`config.mk`:
```
export PLATFORM = sky130hd
export DESIGN_NAME = q2_panel_ctrl
export DESIGN_NICKNAME = d
export VERILOG_FILES = /design/src/rtl/q2_panel_ctrl_pkg.sv /design/src/rtl/q2_debounce.sv /design/src/rtl/q2_panel_ctrl.sv
export SDC_FILE = /design/constraint.sdc
export NUM_CORES = 1
export LEC_CHECK = 0
export ABC_AREA = 1
export CORE_MARGIN = 2
export CORE_UTILIZATION = 56
export DETAILED_ROUTE_END_ITERATION = 8
export GPL_ROUTABILITY_DRIVEN = 0
export HOLD_SLACK_MARGIN = 0.06
export PLACE_DENSITY = 0.74
export SYNTH_ARGS = -nofsm -noshare
export SYNTH_HDL_FRONTEND = slang
export SYNTH_SLANG_ARGS = --single-unit
```
`constraint.sdc`:
```
create_clock -name clk -period 1.89 [get_ports clk]
set_clock_uncertainty 0.2 [all_clocks]
set_input_delay 0.189 -clock clk [delete_from_list [all_inputs] [get_ports clk]]
set_output_delay 0.189 -clock clk [all_outputs]
set_load 0.005 [all_outputs]
```
`src/rtl/q2_panel_ctrl_pkg.sv`:
```
// Shared definitions for the Q2 front-panel sequencer: state encodings,
// switch indices and default timing parameters.
package q2_panel_ctrl_pkg;

    localparam int DEFAULT_DB_BITS    = 4;
    localparam int DEFAULT_DEP_CYCLES = 3;
    localparam int DEP_CNT_W          = 4;
    localparam int NUM_SW             = 5;

    localparam int SW_START = 0;
    localparam int SW_STOP  = 1;
    localparam int SW_STEP  = 2;
    localparam int SW_DEP   = 3;
    localparam int SW_INCP  = 4;

    typedef enum logic [2:0] {
        ST_IDLE     = 3'd0,
        ST_RUN      = 3'd1,
        ST_STOPPING = 3'd2,
        ST_STEP     = 3'd3,
        ST_DEP      = 3'd4,
        ST_INCP     = 3'd5
    } panel_state_t;

endpackage

```
`src/rtl/q2_debounce.sv`:
```
// One console switch: 2-flop synchronizer, stability counter, debounced level
// and a single-cycle press pulse on the debounced 0->1 transition.
module q2_debounce #(
    parameter int DB_BITS = 4
) (
    input  logic clk,
    input  logic rst,
    input  logic sw,
    output logic press
);

    logic               sync1;
    logic               sync2;
    logic               level;
    logic [DB_BITS-1:0] cnt;

    // The level flips only after 2^DB_BITS consecutive disagreeing samples;
    // the press pulse is issued on the same edge the level rises.
    always_ff @(posedge clk) begin
        if (rst) begin
            sync1 <= 1'b0;
            sync2 <= 1'b0;
            level <= 1'b0;
            cnt   <= '0;
            press <= 1'b0;
        end else begin
            sync1 <= sw;
            sync2 <= sync1;
            press <= 1'b0;
            if (sync2 != level) begin
                if (cnt == '1) begin
                    level <= sync2;
                    cnt   <= '0;
                    press <= sync2;
                end else begin
                    cnt <= cnt + DB_BITS'(1);
                end
            end else begin
                cnt <= '0;
            end
        end
    end

endmodule

```
`src/rtl/q2_panel_ctrl.sv`:
```
// Q2 front-panel sequencer: debounced switch presses drive one FSM that
// sequences core clock enable, run/halt state, deposit strobes and P increments.
module q2_panel_ctrl
    import q2_panel_ctrl_pkg::*;
#(
    parameter int DB_BITS    = DEFAULT_DB_BITS,
    parameter int DEP_CYCLES = DEFAULT_DEP_CYCLES
) (
    input  logic clk,
    input  logic rst,
    input  logic start_sw,
    input  logic stop_sw,
    input  logic step_sw,
    input  logic dep_sw,
    input  logic incp_sw,
    input  logic halt,
    input  logic inst_done,
    output logic clk_en,
    output logic run,
    output logic dep,
    output logic incp,
    output logic halted,
    output logic busy
);

    logic [NUM_SW-1:0]    raw_sw;
    logic [NUM_SW-1:0]    press;
    panel_state_t         state;
    panel_state_t         next_state;
    logic [DEP_CNT_W-1:0] dep_cnt;
    logic                 set_halted;
    logic                 clr_halted;
    logic                 load_dep;

    assign raw_sw = {incp_sw, dep_sw, step_sw, stop_sw, start_sw};

    for (genvar i = 0; i < NUM_SW; i++) begin : g_db
        q2_debounce #(
            .DB_BITS (DB_BITS)
        ) u_db (
            .clk   (clk),
            .rst   (rst),
            .sw    (raw_sw[i]),
            .press (press[i])
        );
    end

    always_ff @(posedge clk) begin
        if (rst) begin
            state <= ST_IDLE;
        end else begin
            state <= next_state;
        end
    end

    // In IDLE a stop press outranks everything and does nothing itself, so
    // lower-priority presses landing in the same cycle are lost with it.
    always_comb begin
        next_state = state;
        set_halted = 1'b0;
        clr_halted = 1'b0;
        load_dep   = 1'b0;
        case (state)
            ST_IDLE: begin
                if (!press[SW_STOP] && !halt) begin
                    if (press[SW_START]) begin
                        next_state = ST_RUN;
                        clr_halted = 1'b1;
                    end else if (press[SW_STEP]) begin
                        next_state = ST_STEP;
                        clr_halted = 1'b1;
                    end else if (press[SW_DEP]) begin
                        next_state = ST_DEP;
                        load_dep   = 1'b1;
                    end else if (press[SW_INCP]) begin
                        next_state = ST_INCP;
                    end
                end
            end
            ST_RUN: begin
                if (halt) begin
                    next_state = ST_IDLE;
                    set_halted = 1'b1;
                end else if (press[SW_STOP]) begin
                    next_state = ST_STOPPING;
                end
            end
            ST_STOPPING, ST_STEP: begin
                if (halt) begin
                    next_state = ST_IDLE;
                    set_halted = 1'b1;
                end else if (inst_done) begin
                    next_state = ST_IDLE;
                end
            end
            ST_DEP: begin
                if (dep_cnt <= DEP_CNT_W'(1)) begin
                    next_state = ST_INCP;
                end
            end
            ST_INCP: next_state = ST_IDLE;
            default: next_state = ST_IDLE;
        endcase
    end

    always_ff @(posedge clk) begin
        if (rst) begin
            dep_cnt <= '0;
            halted  <= 1'b0;
        end else begin
            if (load_dep) begin
                dep_cnt <= DEP_CNT_W'(DEP_CYCLES);
            end else if (state == ST_DEP) begin
                dep_cnt <= dep_cnt - DEP_CNT_W'(1);
            end
            if (set_halted) begin
                halted <= 1'b1;
            end else if (clr_halted) begin
                halted <= 1'b0;
            end
        end
    end

    always_comb begin
        clk_en = 1'b0;
        run    = 1'b0;
        dep    = 1'b0;
        incp   = 1'b0;
        busy   = (state != ST_IDLE);
        case (state)
            ST_RUN: begin
                clk_en = 1'b1;
                run    = 1'b1;
            end
            ST_STOPPING: begin
                clk_en = 1'b1;
                run    = 1'b1;
            end
            ST_STEP: clk_en = 1'b1;
            ST_DEP:  dep    = 1'b1;
            ST_INCP: incp   = 1'b1;
            default: ;
        endcase
    end

endmodule

```
==> impl_metrics.ini <==
[synth]
synthMuxAreaShare_pct = 0
yosys-top-cells-area = dfxtp_1 (50%), nor2_1 (9.5%), nand3_1 (5.7%), inv_1 (5.6%), nand2_1 (4.6%)
synth_largest_area_cell = dfxtp_1
yosys_register_bits = 48
synth_warnings = 0
synth_flop_cell = dfxtp_1
synth_cells = 237
yosysMostFrequentCell = nor2_1
synth-simple-area-share_pct = 27.3
seq_area_frac_synth_pct = 49.6
synth_xor_area_share_pct = 6.78
yosysTopAreaCellShare_pct = 49.6
synthTopCellsByCount = nor2_1 (49), dfxtp_1 (48), inv_1 (29)
synthesis.nets = 253
synth_top_family_by_area = simple AND/OR/NAND/NOR gates
synthDistinctLibCells = 26
syn_area_per_cell_um2 = 8.18
async_reset_ff_share_pct = 0
synth_compound_area_share_pct = 5.10
synthAdderAreaFrac_pct = 4.52
synth_edf_count = 0
synthesis.area_um2 = 1940

[pwr]
power_density_nw_per_um2 = 1000
p_total_mw = 2.28
p_int_mw = 1.56
swShare_pct = 31.4
p_comb_share_pct = 28.2
power_frac_seq_pct = 49.9
p_leak_nw = 0.978
clkPwrFrac_pct = 21.9
p_sw_mw = 0.717
peakVddDrop_mv = 0.620

[sta]
tightest_slew_ns = 0.340
finalCritPeriodShare_pct = 96.2
timing_hold_violations_final = 0
rsz0062_at_grt = false
final.setup.tns_ns = 0
setup_viol_count_final = 0
period_needed_ns = 1.82
slew_violations = 0
slew_headroom_pct = 77.2
fmax_mhz = 550

[cts]
cts.sinks = 48
clock_latency_ns = 0.35
clkTransAtPathRegs_ns = 0.13
cts_max_path_buffers = 2
cts_buffers = 5
cts_tree = built
cts_root_buf = clkbuf_4
postCtsHoldBufs = 0
cts-htree-levels = 2

[detailed_routing]
drtPass1Iterations = 4
routed_wirelength_um = 3070
wl_per_cell_um = 9.87
detail_route.iter0.violations = 88
vias = 1504
drt-vias-per-instance = 4.84
drc = 0
final_antenna_net_count = 0

[placement]
io_buffer_count = 14
dp_hpwl_um = 2150

[global_route]
grt-ovfl-total = 0
antenna_found_initial = 0
first_global_vias = 1377
grt_max_degree = 24
grt_use_total_pct = 18.8
grt_pass1_wl_um = 5890

[die]
fp-row-count = 21
core_um2 = 3340
fp.dieW_um = 62.8
pin_count = 15
initial_core_util_pct = 58.1
die_height_um = 62.8
dieArea_um2 = 3950

[finish]
num-fill-cells = 290
drive_gt1_share_pct = 11.7
diodes = 0
finalNetCount = 280
area_growth_pct = 17.4

[job]
max_cap_viol_count = 0

[setup_path]
criticalPathCategory = reg -> out
cp.arrival_ns = 1.43
r2r_setup_slack_ns = 0.37
required_ns = 1.50
end_kind = output pin
cp_max_fo = 7
worstSetupStartpointType = flop

[min_path]
hold_class = in -> reg

[run_status]
outcome = complete, no violations
==> per-layer routing <==
layer | wire, um | global-route usage (%) | up-vias
met2 | 1410 | 31.7 | 31
li1 | - | - | 811
met3 | 131 | 5.41 | 2
met1 | 1490 | 22.1 | 660
met5 | 0 | 0 | -
met4 | 37 | 8.33 | 0
==> sequential cells by signal (all words and copies together), names as in the netlist <==
signal and count:
dep_cnt 4, g_db.u_db.cnt 20, g_db.u_db.level 5, g_db.u_db.press 5
g_db.u_db.sync1 5, g_db.u_db.sync2 5, halted 1, state 3
==> cell usage in the layout, fill, tap and decap left out, drive strengths merged, types with 2 or more instances in the layout <==
cell and count:
clkinvlp 2, nand2 26, xor2 10, xnor2 5
nor2 52, nand4 7, clkdlybuf4s50 10, inv 30
a21oi 8, buf 9, nand3 23, o21ai 6
nor4b 4, dlygate4sd2 4, ha 7, dfxtp 48
clkbuf 6
==> cells by family after synthesis <==
logic type,Yosys count
adder cells (fa/ha/maj),7
AND/OR/NAND/NOR,115
buffers and inverters,34
AO/OA/AOI/OAI,18
flip-flops,48
XOR/XNOR,15
==> metrics by stage <==
stage	hold slack, ns	utilization, %	setup slack, ns	instance area (um2)	instances
final	0.133	68.2	0.0725	2270	311
after global routing	0.131	68.2	0.00413	2270	311
after CTS	0.113	67.8	0.00562	2260	310
after detailed placement	0.194	63.9	0.132	2130	295
after global placement	0.190	63.9	0.167	2130	295
after floorplan	0.0960	-	0.479	1940	237
==> final cells by class <==
class                      instances  area, um2  area share (%)
clock buffer                       6       51.3            2.26
clock inverter                     2       15.0           0.660
inverter                          31        119            5.23
multi-input combinational        155        857            37.7
sequential                        48        972            42.7
tap                               46       57.6            2.53
timing repair buffer              23        203            8.91
==> worst paths after layout <==
kind	from	end	cells after the start
worst max-delay path	state[2]	busy	3
worst min-delay path	dep_sw	g_db[3].u_db.sync1	3
worst max register to register	dep_cnt[0]	state[0]	8
worst min register to register	g_db[3].u_db.sync1	g_db[3].u_db.sync2	2
==> critical path, stage by stage, from the launching register on <==
cell	delay, ns
dfxtp_4	0.41
inv_2	0.07
nand2_2	0.10
clkdlybuf4s50_1	0.50
==> timing repair <==
item,in CTS,in global routing
endpoints found under the setup margin,5,2
gates resized for setup,12,3
pin swaps,2,0
buffers inserted,7,1
endpoints found under the hold margin,0,0
==> power groups by stage <==
stage          combinational [mW]  sequential [mW]  clock [mW]
3_3_place_gp                0.559             1.15           0
2_1_floorplan               0.396             1.14           0
4_1_cts                     0.617             1.14       0.520
3_5_place_dp                0.559             1.15           0
6_report                    0.643             1.14       0.499
5_1_grt                     0.731             1.15       0.575
Note: power is estimated with default switching activity, not from simulation.
==> edit, RTL diff (same flow settings) <==
Make the reset (`rst`) asynchronous in 3 clocked blocks.
--- a/src/rtl/q2_debounce.sv
+++ b/src/rtl/q2_debounce.sv
@@ -16,7 +16,7 @@
 
     // The level flips only after 2^DB_BITS consecutive disagreeing samples;
     // the press pulse is issued on the same edge the level rises.
-    always_ff @(posedge clk) begin
+    always_ff @(posedge clk or posedge rst) begin
         if (rst) begin
             sync1 <= 1'b0;
             sync2 <= 1'b0;
--- a/src/rtl/q2_panel_ctrl.sv
+++ b/src/rtl/q2_panel_ctrl.sv
@@ -45,7 +45,7 @@
         );
     end
 
-    always_ff @(posedge clk) begin
+    always_ff @(posedge clk or posedge rst) begin
         if (rst) begin
             state <= ST_IDLE;
         end else begin
@@ -103,7 +103,7 @@
         endcase
     end
 
-    always_ff @(posedge clk) begin
+    always_ff @(posedge clk or posedge rst) begin
         if (rst) begin
             dep_cnt <= '0;
             halted  <= 1'b0;
Function: no difference found for any inputs over 10 cycles, from zero or initial values and one cycle with rst high; that may be too few to reach the edited logic, so the function may still have changed.
==> edit against the unedited design <==
- synthesized area increased by 5.6%
- cell area increased by 8.7%
- total power increased by 17%
- clock power up 16%
- global-route usage about the same
- fmax shrank 0.28%
- routed wire length is 9.1% higher
- final cell count is 4.5% lower
- worst setup slack got worse by 0.0051 ns
- register-to-register slack got worse by 0.13 ns
- utilization rose by 4.2 points
- sequential cell count stayed put
==> edit: results (changes against the unedited design) <==
root_buffer: "clkbuf_4"  # unchanged
crit_path_max_fanout: 5  # was 7
h-tree-depth: 2  # unchanged
worst_hold_startpoint: "g_db[0].u_db.sync1$_DFF_PP0_"  # was dep_sw
async_flop_share: 1.00  # was 0
ys.flop_type: "dfrtp_1"  # was dfxtp_1
cp_slowest_cell: "dfrtp_2"  # was clkdlybuf4s50_1
pre_cts_slack_ns: 0.196  # was 0.132 ns
power_leakage_nw: 1.24  # was 0.978 nW
path_delay_family: "flip-flops"  # was buffers and inverters
r2r_start: "dep_cnt[0]$_DFFE_PP0P_"  # was dep_cnt[0]$_SDFFE_PP0P_
clock_latency_ns: 0.35  # about the same
grt_use_total: 0.188  # about the same
portBuffers: 14  # unchanged
antenna_found_initial: 0  # unchanged
largest_reg_flops: 20  # unchanged
grt_pass1_wl_mm: 6.02  # was 5.89 mm
drtIter0Drc: 89  # was 88
hpwl_mm: 2.29  # was 2.15 mm
drv_cap: 0  # unchanged
route.vias.total: 1462  # was 1504
synth_area_leaders: "dfrtp_1 59%, nand2_1 7.7%, nor2_1 6.1%, ha_1 4.3%, inv_1 4.2%"  # was dfxtp_1 50%, nor2_1 9.5%, nand3_1 5.7%, inv_1 5.6%, nand2_1 4.6%
critPathLaunch: "state[1]$_DFFE_PP0P_"  # was state[2]$_SDFFE_PP0P_
vdd_drop_max_v: 0.000764  # was 0.000620 V
worst_pin_slew_ns: 0.351  # was 0.340 ns
hold_viol: 0  # unchanged
drive_gt1_frac: 0.147  # was 0.117
status: "finished clean"  # unchanged
wl_per_cell_um: 11.3  # was 9.87 um
syn-num-nets: 230  # was 253
yosysWarnings: 0  # unchanged
cp_slowest_stage_delay_ns: 0.47  # was 0.50 ns
synth.distinct_cells: 23  # was 26
crit_arrival_ns: 1.43  # about the same
seq_area_frac_synth: 0.587  # was 0.496
layout.nets: 266  # was 280
synth_common_cells: "48 x dfrtp_1, 42 x nand2_1, 33 x nor2_1, 23 x inv_1, 14 x nand3_1"  # was 49 x nor2_1, 48 x dfxtp_1, 29 x inv_1, 24 x nand2_1, 22 x nand3_1
grt_start_max_net_pins: 49  # was 24
n_fill_cell: 261  # was 290
largest_register: "g_db.u_db.cnt"  # unchanged
hold_class: "reg -> reg"  # was in -> reg
cts_buffers: 5  # unchanged
## edit: cell count changes after synthesis, sizes merged, moves of 5 or more
cell   unedited run  this run
nand4             7         2
dfrtp             0        48
nand2            26        46
nor2             52        35
nand3            23        14
dfxtp            48         0
## edit: kinds of logic after synthesis
group           Yosys count  synth area share
compound gates           16            0.0403
xor+xnor                 10            0.0428
simple gates            107             0.237
flops                    48             0.587
buf+inv                  26            0.0501
fa+ha+maj                 7            0.0428
## edit: area by class of cell
type	count	area, um^2	share of cell area
sequential	48	1200	0.487
clock buffer	6	41.3	0.0167
inverter	26	103	0.0415
multi-input combinational	140	756	0.306
timing repair buffer	29	275	0.111
clock inverter	2	35.0	0.0142
tap	46	57.6	0.0233
## edit: final timing paths
check | endpoint | slack [ns] | cells past startpoint
hold reg to reg | g_db[0].u_db.sync2$_DFF_PP0_ | 0.16 | 0
hold / removal | g_db[0].u_db.sync2$_DFF_PP0_ | 0.16 | 0
min in group asynchronous | g_db[2].u_db.sync2$_DFF_PP0_ | 0.55 | 4
max in group asynchronous | state[0]$_DFFE_PP0P_ | 0.72 | 4
setup / recovery | busy | 0.07 | 4
setup reg to reg | state[0]$_DFFE_PP0P_ | 0.24 | 8
## edit: worst register-to-register path, delay by kind of cell (launching register included)
kind / cells / cell delay [ns]
DFF: 1 / 0.40
AOI/OAI and AO/OA: 1 / 0.33
and+or+nand+nor: 4 / 0.26
adders and majority gates: 1 / 0.23
buffers and inverters: 2 / 0.14
## edit: stage by stage
stage               instances  cell area [um^2]  setup TNS, ns  utilization
floorplan                 214              2050              0            -
CTS                       295              2450              0        0.719
detailed placement        275              2260              0        0.663
global placement          275              2260              0        0.663
finish                    297              2470              0        0.724
global route              297              2470        -0.0111        0.724
## edit: power by group
group / switching (W) / internal, W / leakage, nW
logic: 0.000471 / 0.000398 / 0.586
registers: 0.0000882 / 0.00114 / 0.613
clock network: 0.000302 / 0.000278 / 0.0422
## edit: routing by layer
layer	GRT usage	up-vias	part of all wire	wire, um
met4	0.0771	0	0.014	46
met2	0.340	22	0.53	1780
met3	0.0521	6	0.029	96
li1	-	737	-	-
met5	0	-	0	0
met1	0.208	697	0.43	1430
## edit: timing repair
action,4_1_cts,5_1_grt
resized for setup,10,5
hold buffers,6,0
gates cloned,0,0
setup endpoints to repair,5,2
endpoints found under the hold margin,53,0
pin swaps,1,1
setup buffers,6,2
